[src/rtl/router_req_ctrl_if.sv]
// router_req_ctrl_if: handshake bundle between one input buffer, the router's
// request controller and the five output arbiters.
// The master modport is the controller's view; slave is the environment's view.
interface router_req_ctrl_if #(
    parameter int FLIT_WIDTH = 34
);
    logic                  fin_valid_i;
    logic [FLIT_WIDTH-1:0] fin_data_i;
    logic                  fin_ready_o;
    logic [4:0]            req_o;
    logic [4:0]            grant_i;
    logic                  fout_valid_o;
    logic [FLIT_WIDTH-1:0] fout_data_o;
    logic                  fout_ready_i;
    logic                  busy_o;
    logic                  err_o;

    modport master (
        input  fin_valid_i, fin_data_i, grant_i, fout_ready_i,
        output fin_ready_o, req_o, fout_valid_o, fout_data_o, busy_o, err_o
    );

    modport slave (
        output fin_valid_i, fin_data_i, grant_i, fout_ready_i,
        input  fin_ready_o, req_o, fout_valid_o, fout_data_o, busy_o, err_o
    );
endinterface

[src/rtl/router_req_ctrl.sv]
// router_req_ctrl: requester side of the per-output request/grant handshake,
// one instance per router input port. The head flit is routed in XY order by
// default; defining ROUTER_YX_ROUTING_EN switches to YX order. The one-hot
// request is held until the packet's tail has been forwarded (wormhole lock).
// Orphan body/tail flits seen while idle are popped and flagged on err_o.
module router_req_ctrl #(
    parameter int FLIT_WIDTH = 34,
    parameter int COLS       = 2,
    parameter int ROWS       = 2,
    parameter int COL_ADDR   = 0,
    parameter int ROW_ADDR   = 0
) (
    input  logic              clk,
    input  logic              arst,
    router_req_ctrl_if.master bus
);
    localparam int X_W = (COLS > 1) ? $clog2(COLS) : 1;
    localparam int Y_W = (ROWS > 1) ? $clog2(ROWS) : 1;

    localparam logic [31:0] COL_U = 32'(COL_ADDR);
    localparam logic [31:0] ROW_U = 32'(ROW_ADDR);

    localparam logic [4:0] DIR_LOCAL = 5'b00001;
    localparam logic [4:0] DIR_NORTH = 5'b00010;
    localparam logic [4:0] DIR_SOUTH = 5'b00100;
    localparam logic [4:0] DIR_WEST  = 5'b01000;
    localparam logic [4:0] DIR_EAST  = 5'b10000;

    typedef enum logic [1:0] {
        IDLE = 2'd0,
        REQ  = 2'd1,
        XFER = 2'd2
    } state_t;

    state_t      state_q;
    logic [4:0]  req_q;

    logic [1:0]     flitType;
    logic           isHead;
    logic           isLast;
    logic [X_W-1:0] destX;
    logic [Y_W-1:0] destY;
    logic [31:0]    destXExt;
    logic [31:0]    destYExt;
    logic [4:0]     routeOneHot;
    logic           grantHit;
    logic           popInXfer;
    logic           tailDone;
    logic           orphan;

    // Decode the head-of-buffer flit: type and destination coordinates.
    assign flitType = bus.fin_data_i[FLIT_WIDTH-1 -: 2];
    assign isHead   = (flitType == 2'b00) || (flitType == 2'b11);
    assign isLast   = flitType[1];
    assign destX    = bus.fin_data_i[FLIT_WIDTH-3 -: X_W];
    assign destY    = bus.fin_data_i[FLIT_WIDTH-3-X_W -: Y_W];
    assign destXExt = 32'(destX);
    assign destYExt = 32'(destY);

    // Dimension-ordered route of the head flit, compared as unsigned 32-bit values.
    always_comb begin
        routeOneHot = DIR_LOCAL;
`ifdef ROUTER_YX_ROUTING_EN
        if (destYExt > ROW_U) begin
            routeOneHot = DIR_SOUTH;
        end else if (destYExt < ROW_U) begin
            routeOneHot = DIR_NORTH;
        end else if (destXExt > COL_U) begin
            routeOneHot = DIR_EAST;
        end else if (destXExt < COL_U) begin
            routeOneHot = DIR_WEST;
        end
`else
        if (destXExt > COL_U) begin
            routeOneHot = DIR_EAST;
        end else if (destXExt < COL_U) begin
            routeOneHot = DIR_WEST;
        end else if (destYExt > ROW_U) begin
            routeOneHot = DIR_SOUTH;
        end else if (destYExt < ROW_U) begin
            routeOneHot = DIR_NORTH;
        end
`endif
    end

    // Grant only counts on the output we actually requested; the pop is
    // gated by that grant so a dropped grant stalls without losing flits.
    assign grantHit  = |(bus.grant_i & req_q);
    assign popInXfer = (state_q == XFER) && grantHit && bus.fout_ready_i;
    assign tailDone  = popInXfer && bus.fin_valid_i && isLast;
    assign orphan    = arst && (state_q == IDLE) && bus.fin_valid_i && !isHead;

    // Request FSM: latch the route on a head, wait for grant, forward until tail.
    always_ff @(posedge clk or negedge arst) begin
        if (!arst) begin
            state_q <= IDLE;
            req_q   <= '0;
        end else begin
            case (state_q)
                IDLE: begin
                    if (bus.fin_valid_i && isHead) begin
                        req_q   <= routeOneHot;
                        state_q <= REQ;
                    end
                end
                REQ: begin
                    if (grantHit) begin
                        state_q <= XFER;
                    end
                end
                XFER: begin
                    if (tailDone) begin
                        req_q   <= '0;
                        state_q <= IDLE;
                    end
                end
                default: begin
                    req_q   <= '0;
                    state_q <= IDLE;
                end
            endcase
        end
    end

    // Handshake outputs; fout_valid_o deliberately ignores fout_ready_i.
    assign bus.req_o        = req_q;
    assign bus.fout_valid_o = (state_q == XFER) && bus.fin_valid_i && grantHit;
    assign bus.fin_ready_o  = orphan || popInXfer;
    assign bus.fout_data_o  = bus.fin_data_i;
    assign bus.busy_o       = (state_q != IDLE);
    assign bus.err_o        = orphan;
endmodule

[src/flat_wrapper.sv]
// flat-port wrapper written by rule: the top's interface ports become plain ports
module router_req_ctrl_flat 
#(
    parameter int FLIT_WIDTH = 34,
    parameter int COLS       = 2,
    parameter int ROWS       = 2,
    parameter int COL_ADDR   = 0,
    parameter int ROW_ADDR   = 0
)
  (clk, arst, bus_fin_valid_i, bus_fin_data_i, bus_grant_i, bus_fout_ready_i, bus_fin_ready_o, bus_req_o, bus_fout_valid_o, bus_fout_data_o, bus_busy_o, bus_err_o);
  router_req_ctrl_if #(.FLIT_WIDTH(FLIT_WIDTH)) bus_i ();
  input  logic clk;
  input  logic arst;
  input wire logic [$bits(bus_i.fin_valid_i)-1:0] bus_fin_valid_i;
  input wire logic [$bits(bus_i.fin_data_i)-1:0] bus_fin_data_i;
  input wire logic [$bits(bus_i.grant_i)-1:0] bus_grant_i;
  input wire logic [$bits(bus_i.fout_ready_i)-1:0] bus_fout_ready_i;
  output wire logic [$bits(bus_i.fin_ready_o)-1:0] bus_fin_ready_o;
  output wire logic [$bits(bus_i.req_o)-1:0] bus_req_o;
  output wire logic [$bits(bus_i.fout_valid_o)-1:0] bus_fout_valid_o;
  output wire logic [$bits(bus_i.fout_data_o)-1:0] bus_fout_data_o;
  output wire logic [$bits(bus_i.busy_o)-1:0] bus_busy_o;
  output wire logic [$bits(bus_i.err_o)-1:0] bus_err_o;
  assign bus_i.fin_valid_i = bus_fin_valid_i;
  assign bus_i.fin_data_i = bus_fin_data_i;
  assign bus_i.grant_i = bus_grant_i;
  assign bus_i.fout_ready_i = bus_fout_ready_i;
  assign bus_fin_ready_o = bus_i.fin_ready_o;
  assign bus_req_o = bus_i.req_o;
  assign bus_fout_valid_o = bus_i.fout_valid_o;
  assign bus_fout_data_o = bus_i.fout_data_o;
  assign bus_busy_o = bus_i.busy_o;
  assign bus_err_o = bus_i.err_o;
  router_req_ctrl #(.FLIT_WIDTH(FLIT_WIDTH), .COLS(COLS), .ROWS(ROWS), .COL_ADDR(COL_ADDR), .ROW_ADDR(ROW_ADDR)) u_core (.clk(clk), .arst(arst), .bus(bus_i));
endmodule
[config.mk]
export PLATFORM = sky130hd
export DESIGN_NAME = router_req_ctrl_flat
export DESIGN_NICKNAME = d
export VERILOG_FILES = /design/src/rtl/router_req_ctrl_if.sv /design/src/rtl/router_req_ctrl.sv /design/src/flat_wrapper.sv
export SDC_FILE = /design/constraint.sdc
export NUM_CORES = 1
export LEC_CHECK = 0
export BUFFER_PORTS_ARGS = -buffer_cell sky130_fd_sc_hd__clkbuf_2
export CORE_ASPECT_RATIO = 1.2
export CORE_UTILIZATION = 30
export CTS_BUF_LIST = sky130_fd_sc_hd__clkbuf_2 sky130_fd_sc_hd__clkbuf_4 sky130_fd_sc_hd__clkbuf_8
export CTS_CLUSTER_SIZE = 24
export DETAILED_ROUTE_END_ITERATION = 7
export PLACE_DENSITY_LB_ADDON = 0.08
export SYNTH_ARGS = -nofsm -noshare
export SYNTH_HDL_FRONTEND = slang
export SYNTH_SLANG_ARGS = --single-unit
[constraint.sdc]
create_clock -name clk -period 1.9 [get_ports clk]
set_input_delay 0.095 -clock clk [delete_from_list [all_inputs] [get_ports clk]]
set_output_delay 0.095 -clock clk [all_outputs]
set_load 0.01 [all_outputs]
---- Yosys cells after proc, flatten, opt, wreduce, memory -nomap -nowiden ----
Index checks and enable logic that the tools add are counted.
operators by class
  order comparisons ....................... 4
  eq/ne operators ......................... 6
  multiplexer cells ....................... 11
  bitwise gates (word level) .............. 2
  reduce and logical (&&, ||, !) cells .... 19
operators by type and width
  operator            number
  $mux 5              5
  $pmux 5 s3          1
  $logic_and 1x1->1   10
  $mux 2              4
  $pmux 2 s3          1
  $reduce_and 3->1    2
  $and 5x5->5         1
  $reduce_or 5->1     1
  $eq 2x2->1 const B  2
  $logic_not 2->1     2
  $ne 2x1->1 const B  2
  $eq 2x1->1 const B  1
  $gt 1x1->1 const B  2
  $logic_or 1x1->1    2
  $lt 1x1->1 const B  2
  $ne 2x2->1 const B  1
  $reduce_bool 2->1   1
  $logic_not 1->1     1
  $not 1->1           1
word-level totals
  bits in registers ....................... 7
  bits of input ports ..................... 43
  output and inout bits ................... 43

---- Depth between registers and ports, before layout ----
Gate-level depths: netlist (run 1).
  depth after elaboration ................. 8
  gate-level depth with buffers ........... 4
  gate-level depth less buffers ........... 4

---- Worst setup path before layout (run 1) ----
Ideal clock, no wire load.
  path kind ............................... reg2reg
  from .................................... register u_core.req_q[0] (netlist: u_core.bus.req_o[0])
  to ...................................... register u_core.req_q[0] (netlist: u_core.bus.req_o[0])
  setup time .............................. 127 ps
  data arrival time ....................... 1489 ps
  data required time ...................... 1773 ps
  setup slack ............................. 283 ps
  cell stages (with the launch flop) ...... 5
  period minus slack after synthesis ...... 1617 ps
  path through ............................ dfrtp_1 a222oi_1 nand2b_1 o22a_4 mux2_1
on the way
  longest elaborated chain between the ends .. 8
ends and longest elaborated chain
  item                            line                    RTL
  start: declaration              router_req_ctrl.sv:36   logic [4:0] req_q;
  start signal: assignment        router_req_ctrl.sv:102  req_q <= routeOneHot;
  $and 5x5->5                     router_req_ctrl.sv:88   assign grantHit = |(bus.grant_i & req_q);
  $reduce_or 5->1                 router_req_ctrl.sv:88
  $logic_and 1x1->1 (2 in a row)  router_req_ctrl.sv:89   assign popInXfer = (state_q == XFER) && grantHit && bus.fout_ready_i;
  $logic_and 1x1->1 (2 in a row)  router_req_ctrl.sv:90   assign tailDone = popInXfer && bus.fin_valid_i && isLast;
  $ne 2x1->1 (no line)            n/a
  $reduce_and 3->1 (no line)      n/a
No other way between the ends.
A chain may end at the register's enable or synchronous reset.

---- Worst setup path in the final report (run 1) ----
Ends and elaborated chain as after synthesis.

==> results of run 1 <==
==> cell usage after synthesis <==
library cell,instances,area (um^2)
a21oi_1,1,5.00
a222oi_1,1,10.0
a22oi_1,1,7.51
buf_4,36,270
conb_1,1,3.75
dfrtp_1,5,125
inv_1,2,7.51
mux2_1,2,22.5
mux2i_1,1,10.0
nand2_1,2,7.51
nand2b_1,3,18.8
nand3_1,1,5.00
nor2_1,2,7.51
nor2b_1,3,18.8
nor3_1,2,10.0
nor3b_1,1,7.51
o21ai_0,2,10.0
o21bai_1,1,7.51
o22a_4,1,17.5
xnor2_1,1,8.76
==> worst min path at each step <==
stage                             from  cells past startpoint                   to  slack (ns)
floorplan                         arst                      0  u_core.bus.req_o[0]       -0.20
global placement                  arst                      1  u_core.bus.req_o[4]       -0.07
detailed placement                arst                      1  u_core.bus.req_o[4]       -0.07
CTS                 bus_fin_data_i[31]                      3  u_core.bus.req_o[4]        0.13
global route        bus_fin_data_i[31]                      3  u_core.bus.req_o[4]        0.16
finish              bus_fin_data_i[31]                      3  u_core.bus.req_o[4]        0.13
==> layer usage <==
| metal | vias up | wire length, um | part of all wire [%] |
|---|---|---|---|
| li1 | 171 | - | - |
| met1 | 152 | 406 | 40 |
| met2 | 28 | 441 | 44 |
| met3 | 12 | 116 | 11 |
| met4 | 0 | 44 | 4.4 |
| met5 | - | 0 | 0 |
==> per-stage QoR <==
step | setup WS [ns] | hold slack, ns | total power [mW] | cell area, um^2
final | 0.275 | 0.135 | 0.585 | 490
after global routing | 0.156 | 0.158 | 0.634 | 490
after CTS | 0.232 | 0.129 | 0.596 | 490
after detailed placement | 0.245 | -0.0685 | 0.443 | 450
after global placement | 0.218 | -0.0673 | 0.453 | 450
after floorplan | 0.283 | -0.201 | 0.414 | 584
==> cell type report <==
cell class / instances / area [um^2] / share of cell area (%)
repair buffers: 23 / 123 / 25.0
multi-input cells: 27 / 181 / 37.0
flip-flops and latches: 5 / 125 / 25.5
inverters: 2 / 7.51 / 1.53
clock buffers: 4 / 30.0 / 6.12
well taps: 19 / 23.8 / 4.85
==> registers in the layout, summed over array words and instances, names as in the netlist <==
name              count
u_core.bus.req_o      3
u_core.state_q        2
==> cells by family after synthesis <==
| logic type | share of synthesized area [%] |
|---|---|
| DFF | 21.6 |
| AOI/OAI and AO/OA | 9.91 |
| buffers and inverters | 47.8 |
| muxes | 5.60 |
| xor gates and xnor gates | 1.51 |
| and+or+nand+nor | 12.9 |
| other | 0.646 |
==> critical path, stage by stage (launching register included) <==
cell      delay (ns)
dfrtp_1         0.38
a222oi_1        0.40
nand2b_1        0.23
o22a_4          0.19
mux2_1          0.31
==> report_power, final <==
part,internal [mW],switching [mW]
clock network,0.0939,0.0483
registers,0.144,0.0396
logic,0.128,0.131
total,0.366,0.219
==> impl_metrics.tcl, run 1 <==
set metrics [dict create \
    fillers 209 \
    rsz0062_at_grt "no" \
    crit_arrival_ns 1.75 \
    critical_path.endpoint_type "flop" \
    status "complete, no violations" \
    h-tree-depth 1 \
    dp.cells 75 \
    crit_fanout 3 \
    fin_setup_tns_ns 0 \
    drt_first_pass_iters 4 \
    report.final.slew_viol_count 0 \
    start_util_pct 31.7 \
    antenna_cells 0 \
    ff2ff_setup_slack_ns 0.27 \
    finClkSkew_ns 0.000600 \
    ys_ff_latch 5 \
    avgSynthCellArea_um2 8.41 \
    ys_types 20 \
    drcViolationCount 0 \
    min_period_over_period_pct 85.5 \
    numPortBuffers 21 \
    drt_iter0_drc 7 \
    clkTransAtPathRegs_ns 0.04 \
    root_buffer "clkbuf_4" \
    final_cell_mix "clkbuf_2 (21), dfrtp_1 (5), clkbuf_4 (4)" \
    crit_type "reg -> reg" \
    cts_tree "done" \
    grt_max_degree 7 \
    ant_nets 0 \
    rr_worst_depth 4 \
    clk_path_buf_depth 2 \
    place_congestion 0.615 \
    layout_commonest_cell "clkbuf_2" \
    grt_remaining_overflow 0 \
    syn_inst 69 \
    cts_hold_buf 1 \
    gr-usage-all-layers_pct 10.5 \
    num_rows 17 \
    required_ns 2.03 \
    insertion_delay_ns 0.25 \
    io_pins 86 \
    start_kind "flop" \
    cts_resized 0 \
    leakagePower_nw 0.258 \
    drive_gt1_share_pct 44.3 \
    post-cts-setup-buffer-count 0 \
    wl_per_cell_um 12.6 \
    routed_wl_um 1010 \
    clock-sinks 5 \
    hold_path_class "in -> reg" \
    busiest_layer "met2" \
    r2r_start "u_core.bus.req_o[0]" \
    finalHoldViolCount 0 \
    synth_seq_area_share_pct 21.6 \
    max_freq_ghz 0.615 \
    r2r-end "u_core.bus.req_o[0]" \
    stdcell_count 80 \
    numCtsBuffers 3 \
    finalSetupViolations 0 \
    met3_usage_pct 4.68 \
    powerDensity_nw_per_um2 1190 \
    core_area_um2 1830 \
    syn-cell-area_um2 581 \
    via_per_inst 4.54 \
    synthesis.yosys.warnings 0 \
    use_met2_pct 14.1 \
    ir_worst_vdd_mv 0.348 \
    grt_pass1_wl_um 1660 \
    grt_util_met1_pct 11.3 \
    grt_pass1_vias 401 \
    detailed_place_hpwl_um 785 \
    crit_start "u_core.bus.req_o[0]" \
    chipWidth_um 42.2 \
    period_needed_ns 1.63 \
    critPathCapture "u_core.bus.req_o[0]" \
    max-cap-violations 0 \
    finalNetCount 105 \
    final_core_util_pct 26.8 \
    die_y_um 50.2 \
    antenna_found_initial 0 \
    area_growth_pct -15.5 \
    num_vias 363 \
    dieArea_um2 2120 \
]
Power figures use the tool's default switching activity.
==> run 2, diff against run 1 <==
--- a/config.mk
+++ b/config.mk
@@ -7,11 +7,12 @@
 export LEC_CHECK = 0
 export BUFFER_PORTS_ARGS = -buffer_cell sky130_fd_sc_hd__clkbuf_2
 export CORE_ASPECT_RATIO = 1.2
+export CORE_MARGIN = 3
 export CORE_UTILIZATION = 30
 export CTS_BUF_LIST = sky130_fd_sc_hd__clkbuf_2 sky130_fd_sc_hd__clkbuf_4 sky130_fd_sc_hd__clkbuf_8
 export CTS_CLUSTER_SIZE = 24
 export DETAILED_ROUTE_END_ITERATION = 7
-export PLACE_DENSITY_LB_ADDON = 0.08
+export PLACE_DENSITY = 0.81
 export SYNTH_ARGS = -nofsm -noshare
 export SYNTH_HDL_FRONTEND = slang
 export SYNTH_SLANG_ARGS = --single-unit
==> run 2 against run 1 <==
Largest cell class unchanged. Count of clock-buffer cells in the layout unchanged. First-iteration DRC count fell by 57%. Highest routed layer unchanged. Global-route usage shrank 2.9 points. Clock power fell by 6%. Clock skew is 0.0019 ns higher. Hold slack lost 0.0031 ns. Flip-flop and latch count stayed put. Sequential share of layout area grew 0.065 points. Non-clock buffer count is the same. Combinational power hardly changed. Cell count is 1.3% lower.
==> impl_metrics.tcl, run 2 (synthesis results as in run 1) <==
set metrics [dict create \
    h-tree-depth 1 \
    insertion_delay_ns 0.24 \
    wl_per_cell_um 12.2 \
    start_kind "flop" \
    cts_tree "done" \
    antenna_found_initial 0 \
    finClkSkew_ns 0.00246 \
    power_switching_share_pct 36.6 \
    finalSetupViolations 0 \
    rsz0062_at_grt "no" \
    crit_type "reg -> reg" \
    ir_worst_vdd_mv 0.314 \
    powerDensity_nw_per_um2 1180 \
    via_per_inst 4.66 \
    required_ns 2.02 \
    clock-sinks 5 \
    finalNetCount 105 \
    dieArea_um2 2500 \
    cp_slowest_cell "a222oi_1" \
    layout_commonest_cell "clkbuf_2" \
    start_util_pct 33.7 \
    fillers 189 \
    max-cap-violations 0 \
    clkTransAtPathRegs_ns 0.04 \
    die_y_um 54.2 \
    clock_power_share_pct 23.3 \
    min_period_over_period_pct 86.8 \
    drive_gt1_share_pct 44.3 \
    core_area_um2 1720 \
    io_pins 86 \
    max_freq_ghz 0.606 \
    grt_pass1_wl_um 1350 \
    drt_iter0_drc 3 \
    final_cell_mix "clkbuf_2 (21), dfrtp_1 (5), clkbuf_4 (4)" \
    period_needed_ns 1.65 \
    status "complete, no violations" \
    place_congestion 0.674 \
    chipWidth_um 46.2 \
    crit_buf_inv 0 \
    routed_wl_um 965 \
    detailed_place_hpwl_um 846 \
    final_core_util_pct 28.4 \
    final.setup.worst_slack_ns 0.251 \
    largest_reg_flops 3 \
    critical_path.endpoint_type "flop" \
    num_vias 368 \
    antenna_cells 0 \
    grt_max_degree 7 \
    p_int_uw 365 \
    crit_fanout 3 \
    hold_path_class "in -> reg" \
    whs_ns 0.131 \
    fin_setup_tns_ns 0 \
    crit_arrival_ns 1.77 \
    report.final.slew_viol_count 0 \
    p_switching_uw 211 \
    num_rows 16 \
    numPortBuffers 21 \
    preCtsSetupSlack_ns 0.234 \
    power_frac_seq_pct 31.3 \
    pwr-share-comb_pct 45.3 \
    numCtsBuffers 3 \
    clk_path_buf_depth 2 \
    root_buffer "clkbuf_4" \
    ant_nets 0 \
    path_cells "a222oi_1 > nand2b_1 > o22a_4 > mux2_1" \
    drcViolationCount 0 \
    grt_pass1_vias 336 \
    leakagePower_nw 0.258 \
    gr-usage-all-layers_pct 7.67 \
    drt_first_pass_iters 4 \
    max_stage_delay_ns 0.40 \
    area_growth_pct -15.7 \
    cp_top_family "compound AO/OA/AOI/OAI gates" \
    finalHoldViolCount 0 \
    grt_remaining_overflow 0 \
    post-cts-setup-buffer-count 0 \
]
-- run 2: cell counts in the layout (fill, tap and decap cells not counted) --
Identical to the previous run, type by type.
-- run 2: worst min-delay path, stage by stage --
cell      delay, ns
clkbuf_2       0.11
nand2_1        0.06
mux2i_1        0.06
-- run 2: layer usage --
metal | global-route usage, % | share of wire [%]
met2 | 12.6 | 53
met1 | 6.39 | 32
met3 | 3.01 | 13
met5 | 0 | 0
met4 | 8.53 | 1.7
-- run 2: path summary, 6_finish.rpt --
path / endpoint / startpoint / slack, ns / cells after the start
min in group asynchronous: u_core.bus.req_o[2] / arst / 0.20 / 2
min: u_core.bus.req_o[4] / bus_fin_data_i[31] / 0.13 / 3
max reg2reg: u_core.bus.req_o[2] / u_core.bus.req_o[0] / 0.25 / 4
max in group asynchronous: u_core.state_q[1] / arst / 1.55 / 2
min reg2reg: u_core.state_q[0] / u_core.state_q[1] / 0.52 / 1
max: u_core.bus.req_o[2] / u_core.bus.req_o[0] / 0.25 / 4
-- run 2: cell type report --
| type | instances | area [um^2] | share of cell area [%] |
|---|---|---|---|
| clock buffer | 4 | 30.0 | 6.14 |
| tap | 18 | 22.5 | 4.60 |
| inverter | 2 | 7.51 | 1.53 |
| multi-input combinational | 27 | 181 | 37.1 |
| sequential | 5 | 125 | 25.6 |
| timing repair buffer | 23 | 123 | 25.1 |
-- run 2: power by group through the flow --
stage	Combinational, mW	Clock, mW	Sequential (mW)
after floorplan	0.229	0	0.185
after global placement	0.255	0	0.179
after detailed placement	0.266	0	0.182
after CTS	0.268	0.141	0.181
after global routing	0.296	0.144	0.188
final	0.261	0.134	0.181
-- run 2: what timing repair did --
item / in CTS / in global routing
hold buffers: 1 / 0
setup endpoints to repair: 0 / 0
resized for setup: 0 / 0
endpoints found under the hold margin: 5 / 0
-- run 2: stage by stage --
step	total power [mW]	area, um^2	instances
floorplan	0.414	584	70
global placement	0.434	449	74
detailed placement	0.448	449	74
CTS	0.590	489	79
global route	0.628	489	79
finish	0.576	489	79
==> run 3, diff against run 2 <==
--- a/config.mk
+++ b/config.mk
@@ -12,7 +12,7 @@
 export CTS_BUF_LIST = sky130_fd_sc_hd__clkbuf_2 sky130_fd_sc_hd__clkbuf_4 sky130_fd_sc_hd__clkbuf_8
 export CTS_CLUSTER_SIZE = 24
 export DETAILED_ROUTE_END_ITERATION = 7
-export PLACE_DENSITY = 0.81
+export PLACE_DENSITY = 0.92
 export SYNTH_ARGS = -nofsm -noshare
 export SYNTH_HDL_FRONTEND = slang
 export SYNTH_SLANG_ARGS = --single-unit
==> run 3 against run 2 <==
Via count rose by 2.2%. Critical path depth did not move. Combinational power barely moved. Power fell by 0.73%. Clock power barely moved. Flip-flop and latch count did not move. Critical path type unchanged. Critical endpoint unchanged. Highest routed layer unchanged.
==> impl_metrics.tcl, run 3 (synthesis results as in run 1) <==
set metrics [dict create \
    status "complete, no violations" \
    start_util_pct 33.7 \
    h-tree-depth 1 \
    crit_fanout 3 \
    layout_commonest_cell "clkbuf_2" \
    hold_path_class "in -> reg" \
    max_freq_ghz 0.607 \
    grt_pass1_vias 349 \
    wl_per_cell_um 12.6 \
    numPortBuffers 21 \
    antenna_found_initial 0 \
    io_pins 86 \
    via_per_inst 4.76 \
    finalHoldViolCount 0 \
    crit_type "reg -> reg" \
    final.setup.worst_slack_ns 0.254 \
    clock-sinks 5 \
    drive_gt1_share_pct 44.3 \
    ir_worst_vdd_mv 0.342 \
    chipWidth_um 46.2 \
    place_congestion 0.655 \
    drt_first_pass_iters 4 \
    cts_resized 0 \
    area_growth_pct -15.7 \
    max-cap-violations 0 \
    finalSetupViolations 0 \
    preCtsSetupSlack_ns 0.241 \
    period_needed_ns 1.65 \
    gr-usage-all-layers_pct 8.19 \
    antenna_cells 0 \
    dieArea_um2 2500 \
    crit_arrival_ns 1.76 \
    min_period_over_period_pct 86.7 \
    ff2ff_setup_slack_ns 0.25 \
    leakagePower_nw 0.258 \
    hp-start "bus_fin_data_i[31]" \
    report.final.slew_viol_count 0 \
    r2r_start "u_core.bus.req_o[0]" \
    powerDensity_nw_per_um2 1170 \
    grt_max_degree 7 \
    detailed_place_hpwl_um 886 \
    fin_setup_tns_ns 0 \
    clkTransAtPathRegs_ns 0.04 \
    die_y_um 54.2 \
    final_cell_mix "clkbuf_2 (21), dfrtp_1 (5), clkbuf_4 (4)" \
    insertion_delay_ns 0.24 \
    grt_pass1_wl_um 1410 \
    core_area_um2 1720 \
    drcViolationCount 0 \
    grt_remaining_overflow 0 \
    start_kind "flop" \
    finalNetCount 105 \
    num_rows 16 \
    critical_path.endpoint_type "flop" \
    required_ns 2.02 \
    rsz0062_at_grt "no" \
    cts_tree "done" \
    routed_wl_um 992 \
    crit_start "u_core.bus.req_o[0]" \
    finClkSkew_ns 0.000129 \
    largest_reg_flops 3 \
    drt_iter0_drc 3 \
    root_buffer "clkbuf_4" \
    ant_nets 0 \
    num_vias 376 \
    clk_path_buf_depth 2 \
    numCtsBuffers 3 \
]
run 3: final timing paths:
check	endpoint	cells after the start
setup / recovery	u_core.bus.req_o[2]	4
hold / removal	u_core.bus.req_o[4]	3
setup reg to reg	u_core.bus.req_o[2]	4
hold reg to reg	u_core.state_q[0]	1
max in group asynchronous	u_core.bus.req_o[2]	2
min in group asynchronous	u_core.state_q[1]	2
run 3: timing repair:
action / CTS / global route
hold buffers: 1 / 0
buffers inserted: 0 / 0
hold endpoints to repair: 5 / 0
run 3: power by group:
part           switching, mW  internal [mW]  total [mW]  leakage [nW]
registers             0.0346          0.144       0.179        0.0653
logic                  0.131          0.128       0.259         0.175
clock network         0.0412         0.0935       0.135        0.0184
run 3: final cells by class:
type                            count  area (um^2)
Clock buffer                        4         30.0
Sequential cell                     5          125
Inverter                            2         7.51
Fill cell                         201         1230
Tap cell                           18         22.5
Timing Repair Buffer               23          123
Multi-Input combinational cell     27          181
run 3: critical path, cell delays in order, from the launching register on:
cell and delay [ns]:
dfrtp_1 0.38, a222oi_1 0.41, nand2b_1 0.23, o22a_4 0.19, mux2_1 0.32
run 3: through the flow:
stage | cell area, um^2 | utilization [%] | hold WS [ns] | instances | power (mW)
floorplan | 584 | - | -0.201 | 70 | 0.414
global placement | 449 | 26.1 | -0.0802 | 74 | 0.432
detailed placement | 449 | 26.1 | -0.0722 | 74 | 0.447
CTS | 489 | 28.4 | 0.130 | 79 | 0.589
global route | 489 | 28.4 | 0.150 | 79 | 0.621
finish | 489 | 28.4 | 0.127 | 79 | 0.572
run 3: per-layer routing:
layer | vias up | share of wire (%) | GRT usage [%]
met5 | - | 0 | 0
met4 | 0 | 6.4 | 9.95
met3 | 17 | 14 | 3.01
met2 | 18 | 51 | 13.5
met1 | 169 | 28 | 6.55
li1 | 172 | - | -
